## src/rtl/block_transfer_sequencer_pkg.sv

```systemverilog
// Shared widths, state encodings and helpers for the LDM/STM block transfer sequencer.
package block_transfer_sequencer_pkg;

    localparam int unsigned WORD_SIZE  = 32;
    localparam int unsigned NUM_REGS   = 16;
    localparam int unsigned ADDR_WIDTH = 4;
    localparam int unsigned CNT_WIDTH  = $clog2(NUM_REGS + 1);

    localparam logic [WORD_SIZE-1:0] BEAT_BYTES = WORD_SIZE'(4);

    localparam logic [1:0] ST_IDLE = 2'd0;
    localparam logic [1:0] ST_XFER = 2'd1;
    localparam logic [1:0] ST_WB   = 2'd2;
    localparam logic [1:0] ST_DONE = 2'd3;

    // Transfer attributes captured when a start is accepted.
    typedef struct packed {
        logic                  is_load;
        logic                  wb_en;
        logic [ADDR_WIDTH-1:0] base_reg;
    } xfer_cmd_t;

    // Lowest memory address of the block; beats always ascend from here.
    function automatic logic [WORD_SIZE-1:0] first_beat_addr(
        input logic [WORD_SIZE-1:0] base,
        input logic [WORD_SIZE-1:0] span,
        input logic                 up,
        input logic                 pre
    );
        logic [WORD_SIZE-1:0] a;
        case ({up, pre})
            2'b10:   a = base;
            2'b11:   a = base + BEAT_BYTES;
            2'b00:   a = base - span + BEAT_BYTES;
            default: a = base - span;
        endcase
        return a;
    endfunction

endpackage

```

## src/rtl/block_transfer_sequencer_if.sv

```systemverilog
// Control, data-memory and register-file signals seen by the block transfer sequencer.
interface block_transfer_sequencer_if;
    import block_transfer_sequencer_pkg::*;

    logic                  start;
    logic                  is_load;
    logic [NUM_REGS-1:0]   reg_list;
    logic [WORD_SIZE-1:0]  base_addr;
    logic [ADDR_WIDTH-1:0] base_reg;
    logic                  up;
    logic                  pre;
    logic                  writeback;

    logic                  mem_req;
    logic                  mem_we;
    logic [WORD_SIZE-1:0]  mem_addr;
    logic [WORD_SIZE-1:0]  mem_wdata;
    logic                  mem_ready;
    logic [WORD_SIZE-1:0]  mem_rdata;

    logic [ADDR_WIDTH-1:0] rf_read_rn;
    logic [WORD_SIZE-1:0]  rf_rn_out;
    logic                  rf_rd_we;
    logic [ADDR_WIDTH-1:0] rf_write_rd;
    logic [WORD_SIZE-1:0]  rf_rd_in;

    logic                  busy;
    logic                  done;

    // Sequencer side.
    modport master (
        input  start, is_load, reg_list, base_addr, base_reg, up, pre, writeback,
        input  mem_ready, mem_rdata, rf_rn_out,
        output mem_req, mem_we, mem_addr, mem_wdata,
        output rf_read_rn, rf_rd_we, rf_write_rd, rf_rd_in,
        output busy, done
    );

    // Decode/execute, data memory and register file side.
    modport slave (
        output start, is_load, reg_list, base_addr, base_reg, up, pre, writeback,
        output mem_ready, mem_rdata, rf_rn_out,
        input  mem_req, mem_we, mem_addr, mem_wdata,
        input  rf_read_rn, rf_rd_we, rf_write_rd, rf_rd_in,
        input  busy, done
    );

endinterface

```

## src/rtl/block_transfer_sequencer_lowest_set_encoder.sv

```systemverilog
// Index of the lowest set bit of a register mask, with a non-empty flag.
module lowest_set_encoder
    import block_transfer_sequencer_pkg::*;
(
    input  logic [NUM_REGS-1:0]   mask,
    output logic [ADDR_WIDTH-1:0] index_c,
    output logic                  valid_c
);

    // Scan high to low so the lowest set bit is the final assignment.
    always_comb begin
        index_c = '0;
        valid_c = 1'b0;
        for (int i = NUM_REGS - 1; i >= 0; i--) begin
            if (mask[i]) begin
                index_c = ADDR_WIDTH'(i);
                valid_c = 1'b1;
            end
        end
    end

endmodule

```

## src/rtl/block_transfer_sequencer.sv

```systemverilog
// Walks an LDM/STM register list lowest-first, one memory beat per register,
// with optional base writeback after the last beat.
module block_transfer_sequencer (
    input  logic                        clk,
    input  logic                        reset,
    block_transfer_sequencer_if.master  bus
);
    import block_transfer_sequencer_pkg::*;

    logic [1:0]            state_q, state_d;
    logic [NUM_REGS-1:0]   mask_q, mask_d;
    logic [WORD_SIZE-1:0]  addr_q, addr_d;
    logic [WORD_SIZE-1:0]  wb_value_q, wb_value_d;
    xfer_cmd_t             cmd_q, cmd_d;

    logic [CNT_WIDTH-1:0]  pop_c;
    logic [WORD_SIZE-1:0]  span_c;
    logic [ADDR_WIDTH-1:0] cur_c;
    logic                  cur_valid_c;
    logic [NUM_REGS-1:0]   cur_onehot_c;
    logic                  last_beat_c;

    lowest_set_encoder u_lowest_set_encoder (
        .mask    (mask_q),
        .index_c (cur_c),
        .valid_c (cur_valid_c)
    );

    // Number of registers in the incoming list and the byte span they cover.
    always_comb begin
        pop_c = '0;
        for (int i = 0; i < NUM_REGS; i++) begin
            pop_c = pop_c + CNT_WIDTH'(bus.reg_list[i]);
        end
        span_c = WORD_SIZE'(pop_c) << 2;
    end

    // Current register as a mask bit, and whether it is the final one.
    always_comb begin
        cur_onehot_c = NUM_REGS'(1) << cur_c;
        last_beat_c  = (mask_q & ~cur_onehot_c) == '0;
    end

    // State and latched transfer context.
    always_ff @(posedge clk or posedge reset) begin
        if (reset) begin
            state_q    <= ST_IDLE;
            mask_q     <= '0;
            addr_q     <= '0;
            wb_value_q <= '0;
            cmd_q      <= '0;
        end else begin
            state_q    <= state_d;
            mask_q     <= mask_d;
            addr_q     <= addr_d;
            wb_value_q <= wb_value_d;
            cmd_q      <= cmd_d;
        end
    end

    // Next state, context updates and per-state outputs.
    always_comb begin
        state_d         = state_q;
        mask_d          = mask_q;
        addr_d          = addr_q;
        wb_value_d      = wb_value_q;
        cmd_d           = cmd_q;

        bus.mem_req     = 1'b0;
        bus.mem_we      = 1'b0;
        bus.mem_addr    = '0;
        bus.mem_wdata   = '0;
        bus.rf_read_rn  = '0;
        bus.rf_rd_we    = 1'b0;
        bus.rf_write_rd = '0;
        bus.rf_rd_in    = '0;
        bus.busy        = 1'b0;
        bus.done        = 1'b0;

        case (state_q)
            ST_IDLE: begin
                if (bus.start) begin
                    cmd_d.is_load  = bus.is_load;
                    // A loaded base register keeps the loaded value, so no writeback then.
                    cmd_d.wb_en    = bus.writeback && (pop_c != '0) &&
                                     !(bus.is_load && bus.reg_list[bus.base_reg]);
                    cmd_d.base_reg = bus.base_reg;
                    mask_d         = bus.reg_list;
                    addr_d         = first_beat_addr(bus.base_addr, span_c, bus.up, bus.pre);
                    wb_value_d     = bus.up ? (bus.base_addr + span_c) : (bus.base_addr - span_c);
                    state_d        = (pop_c == '0) ? ST_DONE : ST_XFER;
                end
            end

            ST_XFER: begin
                bus.busy = 1'b1;
                if (!cur_valid_c) begin
                    state_d = ST_DONE;
                end else begin
                    bus.mem_req    = 1'b1;
                    bus.mem_we     = !cmd_q.is_load;
                    bus.mem_addr   = addr_q;
                    bus.rf_read_rn = cur_c;
                    if (!cmd_q.is_load) begin
                        bus.mem_wdata = bus.rf_rn_out;
                    end
                    if (bus.mem_ready) begin
                        if (cmd_q.is_load) begin
                            bus.rf_rd_we    = 1'b1;
                            bus.rf_write_rd = cur_c;
                            bus.rf_rd_in    = bus.mem_rdata;
                        end
                        mask_d = mask_q & ~cur_onehot_c;
                        addr_d = addr_q + BEAT_BYTES;
                        if (last_beat_c) begin
                            state_d = cmd_q.wb_en ? ST_WB : ST_DONE;
                        end
                    end
                end
            end

            ST_WB: begin
                bus.busy        = 1'b1;
                bus.rf_rd_we    = 1'b1;
                bus.rf_write_rd = cmd_q.base_reg;
                bus.rf_rd_in    = wb_value_q;
                state_d         = ST_DONE;
            end

            ST_DONE: begin
                bus.busy = 1'b1;
                bus.done = 1'b1;
                state_d  = ST_IDLE;
            end

            default: begin
                state_d = ST_IDLE;
            end
        endcase
    end

endmodule

```

## src/flat_wrapper.sv

```systemverilog
// flat-port wrapper written by rule: the top's interface ports become plain ports
module block_transfer_sequencer_flat import block_transfer_sequencer_pkg::*;
  (clk, reset, bus_start, bus_is_load, bus_reg_list, bus_base_addr, bus_base_reg, bus_up, bus_pre, bus_writeback, bus_mem_ready, bus_mem_rdata, bus_rf_rn_out, bus_mem_req, bus_mem_we, bus_mem_addr, bus_mem_wdata, bus_rf_read_rn, bus_rf_rd_we, bus_rf_write_rd, bus_rf_rd_in, bus_busy, bus_done);
  block_transfer_sequencer_if bus_i ();
  input  logic clk;
  input  logic reset;
  input wire logic [$bits(bus_i.start)-1:0] bus_start;
  input wire logic [$bits(bus_i.is_load)-1:0] bus_is_load;
  input wire logic [$bits(bus_i.reg_list)-1:0] bus_reg_list;
  input wire logic [$bits(bus_i.base_addr)-1:0] bus_base_addr;
  input wire logic [$bits(bus_i.base_reg)-1:0] bus_base_reg;
  input wire logic [$bits(bus_i.up)-1:0] bus_up;
  input wire logic [$bits(bus_i.pre)-1:0] bus_pre;
  input wire logic [$bits(bus_i.writeback)-1:0] bus_writeback;
  input wire logic [$bits(bus_i.mem_ready)-1:0] bus_mem_ready;
  input wire logic [$bits(bus_i.mem_rdata)-1:0] bus_mem_rdata;
  input wire logic [$bits(bus_i.rf_rn_out)-1:0] bus_rf_rn_out;
  output wire logic [$bits(bus_i.mem_req)-1:0] bus_mem_req;
  output wire logic [$bits(bus_i.mem_we)-1:0] bus_mem_we;
  output wire logic [$bits(bus_i.mem_addr)-1:0] bus_mem_addr;
  output wire logic [$bits(bus_i.mem_wdata)-1:0] bus_mem_wdata;
  output wire logic [$bits(bus_i.rf_read_rn)-1:0] bus_rf_read_rn;
  output wire logic [$bits(bus_i.rf_rd_we)-1:0] bus_rf_rd_we;
  output wire logic [$bits(bus_i.rf_write_rd)-1:0] bus_rf_write_rd;
  output wire logic [$bits(bus_i.rf_rd_in)-1:0] bus_rf_rd_in;
  output wire logic [$bits(bus_i.busy)-1:0] bus_busy;
  output wire logic [$bits(bus_i.done)-1:0] bus_done;
  assign bus_i.start = bus_start;
  assign bus_i.is_load = bus_is_load;
  assign bus_i.reg_list = bus_reg_list;
  assign bus_i.base_addr = bus_base_addr;
  assign bus_i.base_reg = bus_base_reg;
  assign bus_i.up = bus_up;
  assign bus_i.pre = bus_pre;
  assign bus_i.writeback = bus_writeback;
  assign bus_i.mem_ready = bus_mem_ready;
  assign bus_i.mem_rdata = bus_mem_rdata;
  assign bus_i.rf_rn_out = bus_rf_rn_out;
  assign bus_mem_req = bus_i.mem_req;
  assign bus_mem_we = bus_i.mem_we;
  assign bus_mem_addr = bus_i.mem_addr;
  assign bus_mem_wdata = bus_i.mem_wdata;
  assign bus_rf_read_rn = bus_i.rf_read_rn;
  assign bus_rf_rd_we = bus_i.rf_rd_we;
  assign bus_rf_write_rd = bus_i.rf_write_rd;
  assign bus_rf_rd_in = bus_i.rf_rd_in;
  assign bus_busy = bus_i.busy;
  assign bus_done = bus_i.done;
  block_transfer_sequencer u_core (.clk(clk), .reset(reset), .bus(bus_i));
endmodule
```

## config.mk

```make
export PLATFORM = sky130hd
export DESIGN_NAME = block_transfer_sequencer_flat
export DESIGN_NICKNAME = d
export VERILOG_FILES = /design/src/rtl/block_transfer_sequencer_pkg.sv /design/src/rtl/block_transfer_sequencer_if.sv /design/src/rtl/block_transfer_sequencer_lowest_set_encoder.sv /design/src/rtl/block_transfer_sequencer.sv /design/src/flat_wrapper.sv
export SDC_FILE = /design/constraint.sdc
export NUM_CORES = 1
export LEC_CHECK = 0
export ABC_AREA = 1
export ABC_CLOCK_PERIOD_IN_PS = 4200
export BUFFER_PORTS_ARGS = -buffer_cell sky130_fd_sc_hd__buf_4
export CAP_MARGIN = 20
export CORE_MARGIN = 3
export CORE_UTILIZATION = 53
export CTS_BUF_LIST = sky130_fd_sc_hd__clkbuf_16
export DETAILED_ROUTE_END_ITERATION = 10
export GPL_ROUTABILITY_DRIVEN = 0
export HOLD_SLACK_MARGIN = 0.15
export PLACE_DENSITY_LB_ADDON = 0.3
export SLEW_MARGIN = 20
export SYNTH_ARGS = -nofsm -noshare
export SYNTH_HDL_FRONTEND = slang
export SYNTH_SLANG_ARGS = --single-unit
```

## constraint.sdc

```tcl
create_clock -name clk -period 4.2 [get_ports clk]
set_input_delay 0.42 -clock clk [delete_from_list [all_inputs] [get_ports clk]]
set_output_delay 0.42 -clock clk [all_outputs]
set_load 0.005 [all_outputs]
```

Yosys cells after proc, flatten, opt, wreduce, memory -nomap -nowiden
Cells that the tools add are included.
- register bits: 88
- logic and storage cells: 132
- add/sub/neg operators: 20
- $lt $le $gt $ge: 1
- equality and inequality tests: 10
- shift-type cells: 1
- multiplexer cells: 76
- bitwise operators: 2
- reduce and logical (&&, ||, !) cells: 15
- operators by type and width (kind ; number):
    $mux 32 ; 12
    $pmux 32 s2 ; 2
    $add 32x3->32 const B ; 3
    $pmux 32 s3 ; 1
    $mux 4 ; 21
    $add 5x1->5 ; 14
    $mux 16 ; 3
    $add 32x7->32 ; 1
    $pmux 16 s2 ; 1
    $sub 32x7->32 ; 1
    $mux 1 ; 27
    $and 16x16->16 ; 1
    $logic_not 16->1 ; 1
    $not 16->16 ; 1
    $shl 1x4->16 const A ; 1
    $mux 2 ; 5
    $eq 2x2->1 const B ; 4
    $pmux 2 s4 ; 1
    $pmux 4 s2 ; 1
    $ne 3x3->1 const B ; 2
    $logic_not 5->1 ; 1
    $lt 4x5->1 const B ; 1
    $reduce_bool 5->1 ; 1
    $bmux 1 s4 ; 1
    13 further kinds ; 18

Depth between registers and ports, before layout
Gate-level depths: netlist (run 1).
- depth in word-level cells: 24
- depth in mapped cells: 35
- depth with buffers taken out: 35

Modules after synthesis
From an unflattened synthesis (run 1), not the netlist that was laid out.
- cells, all modules: 1806
- area, all modules: 10780.3 um^2
- by module, submodules not included (module ; times used ; cells each ; area an instance (um^2) ; seq. area each (um^2)):
    block_transfer_sequencer ; 1 ; 1757 ; 10571.4 ; 2202.1
    lowest_set_encoder ; 1 ; 49 ; 209.0 ; 0.0

Worst setup path after synthesis (run 1)
Ideal clock, no wire load.
- path kind: in2reg
- from: input port bus_reg_list[0]
- to: register u_core.addr_q[18]
- setup time: 0.132 ns
- arrival: 5.712 ns
- data required time: 4.068 ns
- setup slack: -1.644 ns
- cell stages on the path: 25
- buffers on the path: 0
- cell sequence: ha_1 inv_1 fa_1 fa_1 fa_1 fa_1 fa_1 fa_1 inv_1 fa_1 o21ai_0 ha_1 inv_1 nor2_1 nand2_1 nor2_1 nand3_2 nor2_2 nand2_2 nor2_4 nand2_1 nand3_1 a21oi_1 o21ai_0 o21ai_0
- longest elaborated chain between the ends: 20
- ends and longest elaborated chain (item ; RTL line ; RTL):
    from (decl) ; flat_wrapper.sv:9 ; input wire logic [$bits(bus_i.reg_list)-1:0] bus_reg_list;
    $add 1x1->2 * ; block_transfer_sequencer.sv:33 ; pop_c = pop_c + CNT_WIDTH'(bus.reg_list[i]);
    $add 5x1->5 * (14 in series) ; block_transfer_sequencer.sv:33 ;
    $sub 32x7->32 * ; block_transfer_sequencer_pkg.sv:34, block_transfer_sequencer_pkg.sv:35 ;
    $add 32x3->32 ; block_transfer_sequencer_pkg.sv:34 ; 2'b00: a = base - span + BEAT_BYTES;
    $pmux 32 s3 * ; block_transfer_sequencer_pkg.sv:31 ; case ({up, pre})
    $mux 32 * ; block_transfer_sequencer.sv:82 ; if (bus.start) begin
    $pmux 32 s2 * ; block_transfer_sequencer.sv:80 ; case (state_q)
    to (signal assigned) ; block_transfer_sequencer.sv:55 ; addr_q <= addr_d;
    to (decl) ; block_transfer_sequencer.sv:12 ; logic [WORD_SIZE-1:0] addr_q, addr_d;
Mark *: on every way between the ends. The rest lies on a longest branch, timed or not. The select of a mux whose other input is x is not followed.
A chain may end at the register's enable or synchronous reset.

Worst setup path in the final report (run 1)
- from: input port bus_reg_list[1]
- to: register u_core.addr_q[31]
Same word-level chain as after synthesis.

==> results of run 1 <==
-- registers in the layout (all words and copies together) (netlist names) --
signal,cells
u_core.cmd_q,6
u_core.mask_q,16
u_core.addr_q,32
u_core.state_q,2
u_core.wb_value_q,32
-- placed cells by master, fill, tap and decap left out, drive strengths merged, types with 2 or more instances in the layout --
cell type and instances:
xnor2 7, inv 228, o22ai 4, nand3b 4
o211ai 23, a31oi 12, clkinvlp 3, a21boi 4
o31ai 6, o221ai 2, nand3 94, nor3 15
nand2 447, a21oi 167, o21a 4, a22o 3
nor4 11, clkinv 4, or2 4, buf 415
fa 12, clkbuf 9, a22oi 12, xor2 42
o21ai 140, ha 26, dfrtp 88, nand4 40
nor2 239, o21bai 2
-- area by class of cell --
class	count	share of cell area [%]
well taps	265	2.28
inverters	228	5.95
clock inverters	7	0.361
repair buffers	416	21.9
multi-input cells	1324	52.8
clock buffers	9	1.55
flip-flops and latches	88	15.1
-- report_power, final --
part | leakage [nW] | internal, mW | switching, mW | total, mW
registers | 1.05 | 1.28 | 0.362 | 1.65
clock network | 0.127 | 0.406 | 0.401 | 0.807
logic | 5.88 | 2.70 | 3.78 | 6.48
total | 7.06 | 4.39 | 4.55 | 8.93
-- kinds of logic (layout without fill, tap and decap cells) --
logic type                 after synthesis  count (layout)
DFF                                     88              88
and+or+nand+nor                        856             856
buffers and inverters                  319             660
xor gates and xnor gates                49              49
AOI/OAI and AO/OA                      381             381
adders and majority gates               38              38
-- how the worst max path moves through the flow --
stage,to,slack (ns)
4_1_cts,u_core.addr_q[27],-1.57
3_5_place_dp,u_core.addr_q[21],-2.05
6_report,u_core.addr_q[31],-1.88
3_3_place_gp,u_core.addr_q[21],-1.91
2_1_floorplan,u_core.addr_q[18],-1.47
5_1_grt,u_core.addr_q[29],-2.13
-- worst reg2reg max path, cell delays in order (launching register included) --
cell,delay (ns)
dfrtp_1,0.42
inv_1,0.15
ha_2,0.20
buf_4,0.56
nand2_1,0.11
a21oi_1,0.25
nand2_1,0.13
inv_1,0.63
buf_4,0.35
nand2_1,0.07
o21ai_1,0.12
-- metal layers --
metal  routed length, um  GRT usage (%)  vias to the layer above
met5                  13              0                        -
met2               19700           59.9                      823
li1                    -              -                     6279
met1               14900           41.1                     6221
met3                3700           5.46                      208
met4                2750           19.9                        2
-- repair_timing --
item	CTS	global route
endpoints found under the hold margin	31	0
setup endpoints to repair	60	61
hold buffers	1	0
buffers inserted	24	14
gates resized for setup	66	66
pin swaps	35	32
==> metrics, run 1 <==
Horiz. Die Dim 147 um; cts bufs inserted 9; Hold Crit Depth 3; DRC viols 0; WP buf/inv 5; DRT iter0 DRCs 1458; CTS tree yes; synth top area cells dfrtp_1 21%, nand2_1 15%, nor2_1 7.7%; core footprint 19500 um2; overall routing resource usage 34.7%; Post-DP Area 13500 um2; CP endpoint kind flip-flop; type of the worst setup path primary input to flip-flop; Synth Area in XOR/XNOR 4.56%; Crit path largest cell delay 0.53 ns; failing checks setup timing; status finished with violations; FILL cells 1545; GR Overflow Total 0; pre-CTS WS -2.05 ns; Gate Count Post-Synth 1731; Power, Total 8.93 mW; I/O pin count 233; Worst Path Max Fanout 5; actual slew at the worst max-slew pin 0.936 ns; CTS clk-pin slew, worst paths 0.07 ns; asr flop ratio synth 100%; Util after Layout 74.6%; post-synth cell types 57; PortBufs 232; CP Data Required Time 4.49 ns; DP Cell Count 2286; cell depth of the worst setup path 30; largest net degree at the start of global routing 64; Reg area 2200 um2; mux cell area share after synthesis 0%; design area 14600 um2; # rows 51; final hold vios 0; FF-to-FF setup slack 1.12 ns; fin cells 2337; fmax 165 MHz; DP HPWL 29.1 mm; Total Wirelength 41.1 mm; Clock Path Buffers 2; Crit path max-delay family adder cells; number of cells on the worst reg-to-reg path 10; r2r startpoint u_core.state_q[1]; initial antenna violation count 1; YS warnings 0; TritonCTS sink count 88; class of the worst hold path primary input to flip-flop; Cell Area, Synth 10600 um2; crit path launch type primary input; Relative slew margins 37.2%; critical path arrival 6.37 ns; vias in the first global route 12.7k; Synth top area share 20.8%; largest family of logic cells by synthesized area simple AND/OR/NAND/NOR gates; number of enable flip-flop cells after synthesis 0; share of cells above drive strength 1 31.9%; PnR worst setup slack -1.88 ns; worst hold start bus_is_load; Yosys reg bits 88; PD cells 613 nW/um2; Multi-input gate area 7690 um2; Clock Latency Late Sink 0.37 ns; post-synthesis adder-cell area fraction 5.35%; max-cap violation count 0; chip height 147 um; final setup vio count 59; pins over their slew limit 0; routed len/inst 17.6 um; Final TNS setup -83.32 ns; worst vdd ir 0.000505 V; Initial Util 54.1%; RSZ-0062 raised after global routing true; cell taking the most area after synthesis dfrtp_1; Clock Skews 0.0190 ns; leakage 7.06 nW; n_diodes 0; via count 13.5k; die area 21700 um2; Post-Syn Nets 1893; number of detailed-route iterations in the first pass 8; Mapped Avg Cell Area 6.11 um2; # H-tree levels 3; Hold Slack 0.265 ns; post-synthesis compound-gate area fraction 21.0%; Vias/cell 5.79; ys flop type dfrtp_1; critical path launch point bus_reg_list[1]; Root Buffer Master clkbuf_16; Period minus WS final 6.08 ns; Layout Area Growth over Synthesis 37.8%; first-pass GRT wire length 61.7 mm; sequential element share of the synthesized area 20.8%; Nets 2229; post-route clock period utilization 145%; Hold Path End u_core.cmd_q[5]; count leader, synth nand2_1; reg2reg end u_core.addr_q[22]; crit-path most repeated cell nand2_1; Synth top cells by count 425 x nand2_1, 216 x nor2_1, 213 x inv_1, 160 x a21oi_1, 111 x o21ai_0; Simple-Gate Fraction of Synth Area 35.3%; Routed Antenna Nets 0; CP max stage cell fa_1
No activity file was read; power rests on OpenSTA's default activity.
==> run 2, diff against run 1 <==
--- a/config.mk
+++ b/config.mk
@@ -6,7 +6,7 @@
 export NUM_CORES = 1
 export LEC_CHECK = 0
 export ABC_AREA = 1
-export ABC_CLOCK_PERIOD_IN_PS = 4200
+export ABC_CLOCK_PERIOD_IN_PS = 6700
 export BUFFER_PORTS_ARGS = -buffer_cell sky130_fd_sc_hd__buf_4
 export CAP_MARGIN = 20
 export CORE_MARGIN = 3
==> constraint.sdc (replaced) <==
create_clock -name clk -period 6.7 [get_ports clk]
set_input_delay 0.67 -clock clk [delete_from_list [all_inputs] [get_ports clk]]
set_output_delay 0.67 -clock clk [all_outputs]
set_load 0.005 [all_outputs]
==> metrics, run 2 (same netlist as run 1, synthesis figures left out) <==
status finished, final reports clean (was finished with violations); Post-DP Area 12500 um2 (was 13500 um2); first-pass GRT wire length 56.6 mm (was 61.7 mm); number of cells on the worst reg-to-reg path 11 (was 10); DRC viols 0 (unchanged); Power, Total 4.77 mW (was 8.93 mW); design area 12900 um2 (was 14600 um2); CP Data Required Time 6.98 ns (was 4.49 ns); Net Sw Power 2.45 mW (was 4.55 mW); pre-CTS WS -0.143 ns (was -2.05 ns); Clock Latency Late Sink 0.36 ns (was 0.37 ns); Largest regs u_core.addr_q x32, u_core.wb_value_q x32, u_core.mask_q x16 (unchanged); # H-tree levels 3 (unchanged); CP max stage cell fa_2 (was fa_1); Worst Path Max Fanout 5 (unchanged); PortBufs 232 (unchanged); Relative slew margins 31.2% (was 37.2%); crit-path most repeated cell nand2_1 (unchanged); Horiz. Die Dim 147 um (unchanged); crit path launch type primary input (unchanged); number of detailed-route iterations in the first pass 6 (was 8); via count 12.6k (was 13.5k); sequential power share 21.7% (was 18.4%); Layout Area Growth over Synthesis 21.9% (was 37.8%); RSZ-0062 raised after global routing false (was true); GR Overflow Total 0 (unchanged); post-route clock period utilization 95.4%; Clock Skews 0.00682 ns (was 0.0190 ns); Vias/cell 5.69 (was 5.79); PD cells 371 nW/um2 (was 613 nW/um2); PnR worst setup slack 0.306 ns (was -1.88 ns); final setup vio count 0 (was 59); Routed Antenna Nets 0 (unchanged); most common cell after layout, fill and taps aside nand2_1 (unchanged); DP HPWL 27.7 mm (was 29.1 mm); Nets 2099 (was 2229); I/O pin count 233 (unchanged); Period minus WS final 6.39 ns; share of cells above drive strength 1 21.2% (was 31.9%); FILL cells 1908 (was 1545); Pint 2.32 mW (was 4.39 mW); cts bufs inserted 9 (unchanged); FF-to-FF setup slack 3.38 ns (was 1.12 ns); routed len/inst 16.2 um (was 17.6 um); fmax 156 MHz; initial antenna violation count 0 (was 1); leakage 6.33 nW (was 7.06 nW); Clk network pwr share 10.7% (was 9.0%); Util after Layout 66.0% (was 74.6%); worst vdd ir 0.000217 V (was 0.000505 V); CP endpoint kind flip-flop (unchanged); CTS tree yes (unchanged); critical path arrival 6.68 ns (was 6.37 ns); CTS Hold Bufs 0 (was 1); r2r startpoint u_core.state_q[1] (unchanged); class of the worst hold path primary input to asynchronous set/reset pin (was primary input to flip-flop); final hold vios 0 (unchanged); largest net degree at the start of global routing 64 (unchanged); Clock Path Buffers 2 (unchanged); die area 21700 um2 (unchanged); Root Buffer Master clkbuf_16 (unchanged); # rows 51 (unchanged); actual slew at the worst max-slew pin 1.03 ns (was 0.936 ns); DRT iter0 DRCs 1241 (was 1458); core footprint 19500 um2 (unchanged); Crit path largest cell delay 0.56 ns (was 0.53 ns); Total Wirelength 35.9 mm (was 41.1 mm); Initial Util 54.1% (unchanged); commonest cells after routing, fill and taps aside 425 x nand2_1, 285 x buf_4, 214 x nor2_1, 213 x inv_1, 160 x a21oi_1 (was 405 x nand2_1, 401 x buf_4, 203 x inv_1, 190 x nor2_1, 151 x a21oi_1); Comb pwr share 67.6% (was 72.5%); max-cap violation count 0 (unchanged); vias in the first global route 11.9k (was 12.7k); Sw Share 51.3% (was 50.9%); reg2reg end u_core.addr_q[14] (was u_core.addr_q[22]); pins over their slew limit 0 (unchanged); CTS clk-pin slew, worst paths 0.07 ns (about the same); type of the worst setup path primary input to flip-flop (unchanged); chip height 147 um (unchanged); overall routing resource usage 31.6% (was 34.7%); TritonCTS sink count 88 (unchanged); n_diodes 0 (unchanged)
## run 2: changes by cell type in the layout (fill, tap and decap cells not counted), sizes merged
cell | before | now
inv | 228 | 226
dlygate4sd3 | 1 | 0
buf | 415 | 286
bufinv | 0 | 1
clkinv | 4 | 7
clkinvlp | 3 | 1
## run 2: worst max path at each step
stage               depth (start not counted)                 to       startpoint
global route                               29  u_core.addr_q[18]  bus_reg_list[0]
finish                                     33  u_core.addr_q[23]  bus_reg_list[0]
CTS                                        30  u_core.addr_q[29]  bus_reg_list[0]
floorplan                                  25  u_core.addr_q[18]  bus_reg_list[0]
global placement                           30  u_core.addr_q[29]  bus_reg_list[0]
detailed placement                         30  u_core.addr_q[29]  bus_reg_list[0]
## run 2: per-stage QoR
| step | instances | setup TNS, ns | hold slack, ns |
|---|---|---|---|
| after global routing | 2207 | 0 | 0.386 |
| after CTS | 2206 | 0 | 0.357 |
| final | 2207 | 0 | 0.339 |
| after floorplan | 1731 | 0 | 0.449 |
| after detailed placement | 2190 | -0.864 | 0.466 |
| after global placement | 2189 | 0 | 0.465 |
## run 2: power groups by stage
stage	logic, mW	clock network (mW)	registers, mW
after floorplan	2.18	0	0.955
after global placement	3.08	0	1.02
after detailed placement	3.15	0	1.03
after CTS	3.18	0.516	1.03
after global routing	3.58	0.542	1.06
final	3.23	0.513	1.03
## run 2: layout make-up
| class | count | area (um2) | share of cell area [%] |
|---|---|---|---|
| inverter | 228 | 860 | 6.67 |
| multi-input combinational | 1324 | 7050 | 54.7 |
| clock buffer | 9 | 225 | 1.75 |
| tap | 265 | 332 | 2.57 |
| timing repair buffer | 286 | 2150 | 16.7 |
| clock inverter | 7 | 63.8 | 0.495 |
| sequential | 88 | 2200 | 17.1 |
## run 2: what timing repair did
action                                 CTS  global route
resized for setup                        0            10
setup endpoints to repair                0            14
endpoints found under the hold margin    0             0
setup buffers                            0             1
## run 2: per-layer routing
metal / GRT usage, % / share of wire (%) / vias to the layer above / wire [um]
met3: 5.77 / 8.9 / 155 / 3180
met5: 0 / 0 / - / 0
met4: 14.7 / 5.1 / 0 / 1840
li1: - / - / 6015 / -
met1: 38.3 / 39 / 5715 / 13800
met2: 54.7 / 47 / 682 / 17000
## run 2: worst max-delay path, delay by kind of cell
kind	cells	cell delay [ns]
XOR/XNOR	1	0.21
AND/OR/NAND/NOR	15	1.49
buffers and inverters	8	0.73
AO/OA/AOI/OAI	1	0.12
adder cells (fa/ha/maj)	8	3.47
